### config.mk
export PLATFORM = sky130hd
export DESIGN_NAME = dense_layer_sequencer
export DESIGN_NICKNAME = d
export VERILOG_FILES = /design/src/rtl/dense_layer_sequencer.sv
export SDC_FILE = /design/constraint.sdc
export NUM_CORES = 1
export LEC_CHECK = 0
export ABC_AREA = 1
export CAP_MARGIN = 10
export CORE_MARGIN = 5
export CORE_UTILIZATION = 60
export CTS_CLUSTER_SIZE = 16
export DETAILED_ROUTE_END_ITERATION = 8
export DONT_BUFFER_PORTS = 1
export PLACE_DENSITY = 0.87
export SKIP_LAST_GASP = 1
export SYNTH_ARGS = -nofsm -noshare
export SYNTH_HDL_FRONTEND = slang
export SYNTH_SLANG_ARGS = --single-unit
export TNS_END_PERCENT = 1
### constraint.sdc
create_clock -name clk_in -period 3.5 [get_ports clk_in]
set_input_delay 0.7 -clock clk_in [delete_from_list [all_inputs] [get_ports clk_in]]
set_output_delay 0.7 -clock clk_in [all_outputs]
set_load 0.005 [all_outputs]
### src/rtl/dense_layer_sequencer.sv
// Sequences one dense-layer pass over a fixed-latency MAC datapath: issues weight rows, retires
// results with bias, saturation and optional ReLU, and buffers them in a credit-protected FIFO.
module dense_layer_sequencer #(
  parameter int unsigned NUM_NEURONS          = 16,
  parameter int unsigned FIXED_POINT_WIDTH    = 16,
  parameter int unsigned FIXED_POINT_POSITION = 10,
  parameter int unsigned PIPELINE_LATENCY     = 8,
  localparam int unsigned ADDR_WIDTH = (NUM_NEURONS > 1) ? $clog2(NUM_NEURONS) : 1
) (
  input  logic                         clk_in,
  input  logic                         rst_n_in,
  input  logic                         start_in,
  input  logic                         relu_enable_in,
  output logic                         busy_out,
  output logic                         done_out,
  output logic [ADDR_WIDTH-1:0]        weight_addr_out,
  output logic                         mac_issue_out,
  input  logic [FIXED_POINT_WIDTH-1:0] mac_result_in,
  output logic [ADDR_WIDTH-1:0]        bias_addr_out,
  input  logic [FIXED_POINT_WIDTH-1:0] bias_in,
  output logic                         result_valid_out,
  input  logic                         result_ready_in,
  output logic [ADDR_WIDTH-1:0]        result_addr_out,
  output logic [FIXED_POINT_WIDTH-1:0] result_data_out
);

  localparam int unsigned W          = FIXED_POINT_WIDTH;
  localparam int unsigned FIFO_DEPTH = PIPELINE_LATENCY + 1;
  localparam int unsigned PTR_W      = $clog2(FIFO_DEPTH);
  localparam int unsigned CNT_W      = $clog2(FIFO_DEPTH + 1);
  localparam int unsigned POP_W      = $clog2(NUM_NEURONS + 1);
  localparam int unsigned ENTRY_W    = ADDR_WIDTH + W;

  // Bias and result share one Q format, so the binary point never moves.
  logic unused_q_format;
  assign unused_q_format = (FIXED_POINT_POSITION < FIXED_POINT_WIDTH);

  typedef enum logic [1:0] {StIdle, StIssue, StDrain, StDone} state_e;

  state_e                  state_q, state_d;
  logic [ADDR_WIDTH-1:0]   waddr_q, waddr_d;
  logic [ADDR_WIDTH-1:0]   baddr_q, baddr_d;
  logic                    relu_q, relu_d;
  logic [CNT_W-1:0]        credits_q, credits_d;
  logic [PIPELINE_LATENCY-1:0] tag_q, tag_d;
  logic [POP_W-1:0]        pops_q, pops_d;
  logic [PTR_W-1:0]        rd_ptr_q, rd_ptr_d;
  logic [PTR_W-1:0]        wr_ptr_q, wr_ptr_d;
  logic [CNT_W-1:0]        count_q, count_d;
  logic [ENTRY_W-1:0]      mem_q [FIFO_DEPTH];

  logic            start_acc;
  logic            issue;
  logic            retire;
  logic            pop;
  logic            fifo_valid;
  logic            last_issue;
  logic            last_retire;
  logic            last_pop;
  logic [W:0]      sum;
  logic [W-1:0]    sat;
  logic [W-1:0]    act;
  logic [ENTRY_W-1:0] head;

  assign start_acc   = (state_q == StIdle) && start_in;
  assign retire      = tag_q[PIPELINE_LATENCY-1];
  assign fifo_valid  = (count_q != '0);
  assign pop         = fifo_valid && result_ready_in;
  assign last_issue  = (waddr_q == ADDR_WIDTH'(NUM_NEURONS - 1));
  assign last_retire = (baddr_q == ADDR_WIDTH'(NUM_NEURONS - 1));
  assign last_pop    = (pops_q == POP_W'(NUM_NEURONS - 1));

  // ---------------------------------------------------------------------------
  // FSM
  // ---------------------------------------------------------------------------
  always_ff @(posedge clk_in or negedge rst_n_in) begin
    if (!rst_n_in) begin
      state_q <= StIdle;
    end else begin
      state_q <= state_d;
    end
  end

  always_comb begin
    state_d = state_q;
    unique case (state_q)
      StIdle:  if (start_in) state_d = StIssue;
      StIssue: if (issue && last_issue) state_d = StDrain;
      StDrain: if (pop && last_pop) state_d = StDone;
      StDone:  state_d = StIdle;
      default: state_d = StIdle;
    endcase
  end

  // A pop in the same cycle returns a credit, so an empty counter plus a pop still issues;
  // this keeps a FIFO of PIPELINE_LATENCY+1 stall-free when the consumer is always ready.
  always_comb begin
    busy_out = (state_q != StIdle);
    done_out = (state_q == StDone);
    issue    = (state_q == StIssue) && ((credits_q != '0) || pop);
  end

  assign mac_issue_out   = issue;
  assign weight_addr_out = waddr_q;
  assign bias_addr_out   = baddr_q;

  // ---------------------------------------------------------------------------
  // Issue / retire bookkeeping
  // ---------------------------------------------------------------------------
  always_comb begin
    waddr_d = waddr_q;
    if (start_acc) begin
      waddr_d = '0;
    end else if (issue) begin
      waddr_d = last_issue ? '0 : waddr_q + 1'b1;
    end

    baddr_d = baddr_q;
    if (start_acc) begin
      baddr_d = '0;
    end else if (retire) begin
      baddr_d = last_retire ? '0 : baddr_q + 1'b1;
    end

    pops_d = pops_q;
    if (start_acc) begin
      pops_d = '0;
    end else if (pop) begin
      pops_d = pops_q + 1'b1;
    end

    relu_d    = start_acc ? relu_enable_in : relu_q;
    credits_d = credits_q + CNT_W'(pop) - CNT_W'(issue);

    tag_d    = tag_q;
    tag_d[0] = issue;
    for (int unsigned i = 1; i < PIPELINE_LATENCY; i++) begin
      tag_d[i] = tag_q[i-1];
    end
  end

  always_ff @(posedge clk_in or negedge rst_n_in) begin
    if (!rst_n_in) begin
      waddr_q   <= '0;
      baddr_q   <= '0;
      pops_q    <= '0;
      relu_q    <= 1'b0;
      credits_q <= CNT_W'(FIFO_DEPTH);
      tag_q     <= '0;
    end else begin
      waddr_q   <= waddr_d;
      baddr_q   <= baddr_d;
      pops_q    <= pops_d;
      relu_q    <= relu_d;
      credits_q <= credits_d;
      tag_q     <= tag_d;
    end
  end

  // ---------------------------------------------------------------------------
  // Bias add, saturation, activation
  // ---------------------------------------------------------------------------
  always_comb begin
    sum = {mac_result_in[W-1], mac_result_in} + {bias_in[W-1], bias_in};
    if (sum[W] != sum[W-1]) begin
      sat = sum[W] ? {1'b1, {(W-1){1'b0}}} : {1'b0, {(W-1){1'b1}}};
    end else begin
      sat = sum[W-1:0];
    end
    act = (relu_q && sat[W-1]) ? '0 : sat;
  end

  // ---------------------------------------------------------------------------
  // Result FIFO (no bypass: a push shows up at the head one cycle later)
  // ---------------------------------------------------------------------------
  always_comb begin
    wr_ptr_d = wr_ptr_q;
    if (retire) begin
      wr_ptr_d = (wr_ptr_q == PTR_W'(FIFO_DEPTH - 1)) ? '0 : wr_ptr_q + 1'b1;
    end
    rd_ptr_d = rd_ptr_q;
    if (pop) begin
      rd_ptr_d = (rd_ptr_q == PTR_W'(FIFO_DEPTH - 1)) ? '0 : rd_ptr_q + 1'b1;
    end
    count_d = count_q + CNT_W'(retire) - CNT_W'(pop);
  end

  always_ff @(posedge clk_in or negedge rst_n_in) begin
    if (!rst_n_in) begin
      wr_ptr_q <= '0;
      rd_ptr_q <= '0;
      count_q  <= '0;
    end else begin
      wr_ptr_q <= wr_ptr_d;
      rd_ptr_q <= rd_ptr_d;
      count_q  <= count_d;
    end
  end

  always_ff @(posedge clk_in) begin
    if (retire) begin
      mem_q[wr_ptr_q] <= {baddr_q, act};
    end
  end

  assign head             = mem_q[rd_ptr_q];
  assign result_valid_out = fifo_valid;
  assign result_addr_out  = fifo_valid ? head[ENTRY_W-1:W] : '0;
  assign result_data_out  = fifo_valid ? head[W-1:0] : '0;

endmodule
-- Yosys cells after proc, flatten, opt, wreduce, memory -nomap -nowiden
Memory sizes are Yosys's and may differ from the RTL's.
Cells that the tools add are included.
- output and inout bits: 32
- bits in registers: 40
- memories kept: 1
- memory bits (writable): 180
- input port bits: 37
- memories (memory ; depth ; bits a word ; rd ports ; clocked after memory_dff ; write ports ; line ; source):
    mem_q ; 9 ; 20 ; 1 ; 0 ; 1 ; 50 ; logic [ENTRY_W-1:0] mem_q [FIFO_DEPTH];
- reductions and logical operators: 15
- equality and inequality tests: 12
- add/subtract/negate cells: 10
- multiplexer cells: 21
- operator list (operator ; number):
    16-bit 2-to-1 mux ; 4
    4-bit 2-to-1 mux ; 9
    16-bit by 16-bit adder with 17-bit output ; 1
    4-bit by 1-bit adder with 4-bit output (second input constant) ; 4
    4-bit == test (second input constant) ; 4
    5-bit 2-to-1 mux ; 2
    4-bit by 1-bit adder with 4-bit output ; 2
    2-bit case mux with 4 select lines ; 1
    2-bit nonzero test ; 4
    4-bit nonzero test ; 2
    4-bit by 1-bit subtractor with 4-bit output ; 2
    1-bit logical AND ; 6
    2-bit 2-to-1 mux ; 3
    2-bit != test (second input constant) ; 3
    5-bit by 1-bit adder with 5-bit output (second input constant) ; 1
    5-bit by 4-bit == test with 1-bit output (second input constant) ; 1
    2-bit == test (second input constant) ; 2
    3-bit AND reduction ; 1
    2-bit by 1-bit == test with 1-bit output (second input constant) ; 1
    2-bit logical NOT ; 1
    1-bit 2-to-1 mux ; 2
    1-bit logical OR ; 1
    1-bit != test ; 1

-- Depth between registers and ports, before layout
Gate-level depths: netlist of run 1.
- depth after elaboration: 7
- depth in mapped cells: 15
- depth with buffers taken out: 14

-- Worst setup path before layout of run 1
OpenSTA, ideal clock, no wires.
- kind: register to register
- from: reg tag_q[7]
- to: mem mem_q[5][0] in the netlist's numbering, enable pin
- setup slack: 0.779 ns
- path buffers: 2
- stages on the path, launching flop included: 5
- data arrival time: 2.299 ns
- clock period less this slack: 2.721 ns
- required time: 3.078 ns
- cells stage by stage: dfrtp_1 > clkbuf_1 > inv_1 > clkbuf_1 > nor3_1
- longest elaborated chain between the ends: 2
- RTL lines (item ; line ; source):
    start, declared ; 45 ; logic [PIPELINE_LATENCY-1:0] tag_q, tag_d;
    start signal, assigned ; 156 ; tag_q <= tag_d;
    1-bit 2-to-1 mux ; 201 ; if (retire) begin
    1-bit 2-to-1 mux (implied by the code) ; 202 ; mem_q[wr_ptr_q] <= {baddr_q, act};
    end, declared ; 50 ;
No other way between the ends.

-- Worst setup path after layout of run 1
- from: reg rd_ptr_q[0]
- to: out result_data_out[15]
- longest elaborated chain between the ends: 2
- RTL lines (item ; line ; source):
    start, declared ; 47 ; logic [PTR_W-1:0] rd_ptr_q, rd_ptr_d;
    start signal, assigned ; 195 ; rd_ptr_q <= rd_ptr_d;
    memory read 9 x 20 bit ; -- ;
    16-bit 2-to-1 mux ; 209 ; assign result_data_out = fifo_valid ? head[W-1:0] : '0;
    end, declared ; 24 ; output logic [FIXED_POINT_WIDTH-1:0] result_data_out
No other way between the ends.

==> results of run 1 <==
## cells by family after synthesis
logic type	share of synthesized area
flip-flops	0.619
AO/OA/AOI/OAI	0.102
adder cells (fa/ha/maj)	0.0554
AND/OR/NAND/NOR	0.150
XOR/XNOR	0.0169
buffers and inverters	0.0568
## stage by stage
| stage | setup WS [ns] | cell area (um^2) |
|---|---|---|
| floorplan | 0.779 | 10400 |
| global placement | 0.774 | 10600 |
| detailed placement | 0.732 | 10600 |
| CTS | 0.351 | 11300 |
| global route | 0.238 | 11300 |
| finish | 0.304 | 11300 |
## metal layers
metal	vias to the layer above	global-route usage
li1	3318	-
met3	74	0.0398
met1	3471	0.315
met4	0	0.0801
met2	442	0.403
met5	-	0
## layout make-up
| class | instances | area (um^2) | share of cell area |
|---|---|---|---|
| clock inverter | 10 | 120 | 0.0106 |
| timing repair buffer | 21 | 195 | 0.0172 |
| sequential | 220 | 6410 | 0.565 |
| clock buffer | 26 | 554 | 0.0489 |
| tap | 225 | 282 | 0.0248 |
| inverter | 105 | 394 | 0.0347 |
| multi-input combinational | 595 | 3390 | 0.299 |
## placed cells by master, fill, tap and decap left out, types with 2 or more instances in the layout
cell / n
sky130_fd_sc_hd__inv_1: 101
sky130_fd_sc_hd__nor3_1: 4
sky130_fd_sc_hd__edfxtp_1: 180
sky130_fd_sc_hd__xnor2_1: 12
sky130_fd_sc_hd__dfstp_2: 2
sky130_fd_sc_hd__clkinv_1: 5
sky130_fd_sc_hd__a21oi_1: 17
sky130_fd_sc_hd__o22ai_1: 42
sky130_fd_sc_hd__buf_12: 3
sky130_fd_sc_hd__clkbuf_16: 21
sky130_fd_sc_hd__clkinv_2: 3
sky130_fd_sc_hd__o21bai_1: 2
sky130_fd_sc_hd__nor2_2: 5
sky130_fd_sc_hd__o211ai_1: 21
sky130_fd_sc_hd__nand3b_1: 4
sky130_fd_sc_hd__clkbuf_1: 4
sky130_fd_sc_hd__nand3_2: 11
sky130_fd_sc_hd__fa_1: 3
sky130_fd_sc_hd__dfrtp_1: 37
sky130_fd_sc_hd__inv_2: 3
sky130_fd_sc_hd__o21ai_0: 93
sky130_fd_sc_hd__nand4_1: 2
sky130_fd_sc_hd__nand2_4: 4
sky130_fd_sc_hd__nand2_1: 150
sky130_fd_sc_hd__buf_4: 18
sky130_fd_sc_hd__a21oi_2: 2
sky130_fd_sc_hd__nor3_2: 6
sky130_fd_sc_hd__nand3_1: 48
sky130_fd_sc_hd__xor2_1: 8
sky130_fd_sc_hd__nand2_2: 12
sky130_fd_sc_hd__nor2_1: 101
sky130_fd_sc_hd__bufinv_16: 3
sky130_fd_sc_hd__ha_1: 41
## how the worst min path moves through the flow
stage,startpoint,endpoint,slack (ns),depth (start not counted)
2_1_floorplan,tag_q[0],tag_q[1],0.33,0
3_3_place_gp,tag_q[6],tag_q[7],0.33,0
3_5_place_dp,tag_q[0],tag_q[1],0.34,0
4_1_cts,rst_n_in,credits_q[0],0.04,0
5_1_grt,rst_n_in,credits_q[0],0.04,0
6_report,rst_n_in,wr_ptr_q[0],0.04,1
## flip-flops by register name (all words and copies together) (netlist names)
register         count
mem_q              180
tag_q                8
pops_q               5
bias_addr_out        4
count_q              4
credits_q            4
rd_ptr_q             4
weight_addr_out      4
wr_ptr_q             4
state_q              2
relu_q               1
## power by group through the flow
| stage | clock network (mW) | registers, mW | logic [mW] |
|---|---|---|---|
| 2_1_floorplan | 0 | 3.66 | 2.40 |
| 3_3_place_gp | 0 | 3.72 | 3.14 |
| 3_5_place_dp | 0 | 3.74 | 3.28 |
| 4_1_cts | 2.25 | 3.69 | 3.36 |
| 5_1_grt | 2.39 | 3.73 | 3.74 |
| 6_report | 2.25 | 3.69 | 3.36 |
## timing repair
item / 4_1_cts / 5_1_grt
hold endpoints to repair: 38 / 0
hold buffers: 1 / 0
setup buffers: 0 / 0
==> flow_summary.rst, run 1 <==
.. list-table::
   :header-rows: 1

   * - Metric
     - Value
   * - Crit-path slowest cell
     - sky130_fd_sc_hd__buf_4
   * - Switching portion of total power
     - 0.373
   * - Total half-perimeter wirelength after legalization and detailed placement
     - 13.9 mm
   * - Crit-path leading delay family
     - buffers and inverters
   * - Utilization after layout
     - 0.663
   * - FFs w/ async S/R, synth
     - 0.182
   * - Met3 wirelength from detailed routing
     - 2.32 mm
   * - Number of placed instances, taps included
     - 1165
   * - Total routing usage reported by global routing
     - 0.238
   * - Number of antenna violations at the first check in global routing
     - 0
   * - Clock Tree Root
     - sky130_fd_sc_hd__clkbuf_16
   * - Vertical die dimension
     - 141 um
   * - Ranking of synthesized cells by instance count
     - 180 x sky130_fd_sc_hd__edfxtp_1, 150 x sky130_fd_sc_hd__nand2_1, 106 x sky130_fd_sc_hd__nor2_1
   * - Sw power
     - 3.47 mW
   * - Detailed router's first-iteration violation count
     - 977
   * - Synthesized Nets
     - 1044
   * - Cell leakage power
     - 4.53 nW
   * - Power per Cell Area
     - 821 mW/mm^2
   * - Internal power
     - 5.84 mW
   * - Non-Filler Instances
     - 1202
   * - Slew at the pin closest to its max-slew limit
     - 0.807 ns
   * - Highest net fanout along the worst path
     - 82
   * - Global placer's final weighted congestion
     - 0.913
   * - Leading post-synthesis cells by cell area
     - sky130_fd_sc_hd__edfxtp_1 52%, sky130_fd_sc_hd__dfrtp_1 9.2%, sky130_fd_sc_hd__nand2_1 5.4%
   * - Count of vias placed by the detailed router
     - 7305
   * - Worst R2R End
     - credits_q[2]
   * - Cell with the most instances after synthesis
     - sky130_fd_sc_hd__edfxtp_1
   * - Post-cts repair resize count
     - 0
   * - Routed length on met2
     - 11.6 mm
   * - Clock slew at reported path FFs
     - 0.07 ns
   * - Layout net count
     - 1044
   * - Crit path required time
     - 2.80 ns
   * - Area Growth Syn to Fin
     - 9.57%
   * - Number of synthesized register bits
     - 220
   * - Critical Path Stages
     - 7
   * - Detailed-route vias per instance
     - 6.08
   * - Sequential area share after synthesis
     - 0.619
   * - Launching element type of the critical path
     - flop
   * - Worst Path Buf+Inv
     - 2
   * - Maximum capacitance violations
     - 0
   * - EDFF count, synth
     - 180
   * - Leading area contributor after synthesis
     - sky130_fd_sc_hd__edfxtp_1
   * - Part of the total power dissipated in combinational logic
     - 0.361
   * - Reg2reg setup slack
     - 0.83 ns
   * - Result of the run
     - complete, no violations
   * - Largest clock skew in the final design
     - 0.0116 ns
   * - Maximum clock insertion buffer count
     - 3
   * - Final antenna diode count
     - 0
   * - Total die area
     - 0.0200 mm^2
   * - Post-Synthesis Cells
     - 963
   * - Worst vdd ir
     - 0.000602 V
   * - Post-route total power
     - 9.31 mW
   * - Wire length the detailed router placed on met1
     - 9.01 mm
   * - WL final
     - 23.7 mm
   * - Drt wl/cell
     - 19.7 um
   * - Setup repair after global routing missed its margin
     - no
   * - CTS Sinks
     - 220
   * - Ys Warns
     - 0
   * - Worst slew margin
     - 0.462
   * - Path type of the worst setup path
     - reg -> out
   * - CTS tree
     - yes
   * - Kind of end point of the critical path
     - output pin
   * - Portion of synthesized cell area occupied by the leading cell type
     - 0.522
   * - Boundary Pins
     - 69
   * - Insertion delay to the later sink of the worst-skew pair
     - 0.49 ns
   * - Num rows
     - 48
   * - Max layer used
     - met4
   * - Minimum clock period after layout
     - 3.20 ns
   * - Final period utilization
     - 0.913
   * - H-tree level count
     - 1
   * - Final setup fails
     - 0
   * - Final count of pins violating max slew
     - 0
   * - Maximum number of pins on one net before global-route repair
     - 83
   * - Fraction of power consumed by the clock network
     - 0.242
   * - Wire length of the first global-routing pass
     - 37.5 mm
   * - Starting utilization of the core area
     - 0.605
   * - Flop pwr share
     - 0.396
   * - Grt ovf
     - 0
   * - Number of buffers created by CTS
     - 20
   * - Fraction of final layout cells sized beyond drive strength 1
     - 0.0993
   * - Cells traversed along the worst timing path
     - buf_4, o21ai_0, o22ai_1, nand2_1, nand3_1, o211ai_1, inv_1
   * - Mean Syn Cell Area
     - 10.7 um^2
   * - Number of buffers inserted by port buffering
     - 0
   * - Critical path arrival
     - 2.50 ns
   * - Setup total negative slack
     - 0 ns
   * - Cell Area, Synth
     - 0.0104 mm^2
   * - Vias in the first global route
     - 7317
   * - Most common flop cell mapped by yosys
     - sky130_fd_sc_hd__edfxtp_1
   * - Hold violation total from the final report
     - 0
   * - Endpoint of the most critical setup path
     - result_data_out[15]
   * - Worst min path class
     - in -> async
   * - Hold Worst Slack
     - 0.0438 ns
   * - Delay contributed by the slowest stage of the critical path
     - 0.65 ns
   * - RR Startpoint
     - count_q[2]
   * - Fill cell total of the finished layout
     - 1170
   * - Setup crit start
     - rd_ptr_q[0]
   * - Width of the die
     - 141 um
   * - Core Box Area
     - 0.0171 mm^2
   * - DRC violation count after routing
     - 0
   * - Cell variety after synth
     - 37
   * - First-pass iteration count of the detailed router
     - 5
   * - Cell depth of the worst flop-to-flop path
     - 13
   * - Post-route ant nets
     - 0
   * - Top achievable clock speed
     - 0.313 GHz
Note: power is estimated with default switching activity, not from simulation.
==> run 2: changes to the inputs <==
--- a/config.mk
+++ b/config.mk
@@ -9,7 +9,7 @@
 export CAP_MARGIN = 10
 export CORE_MARGIN = 5
 export CORE_UTILIZATION = 60
-export CTS_CLUSTER_SIZE = 16
+export CTS_CLUSTER_SIZE = 24
 export DETAILED_ROUTE_END_ITERATION = 8
 export DONT_BUFFER_PORTS = 1
 export PLACE_DENSITY = 0.87
==> results of run 2 <==
Final layout, timing and power as in run 1 (identical DEF).
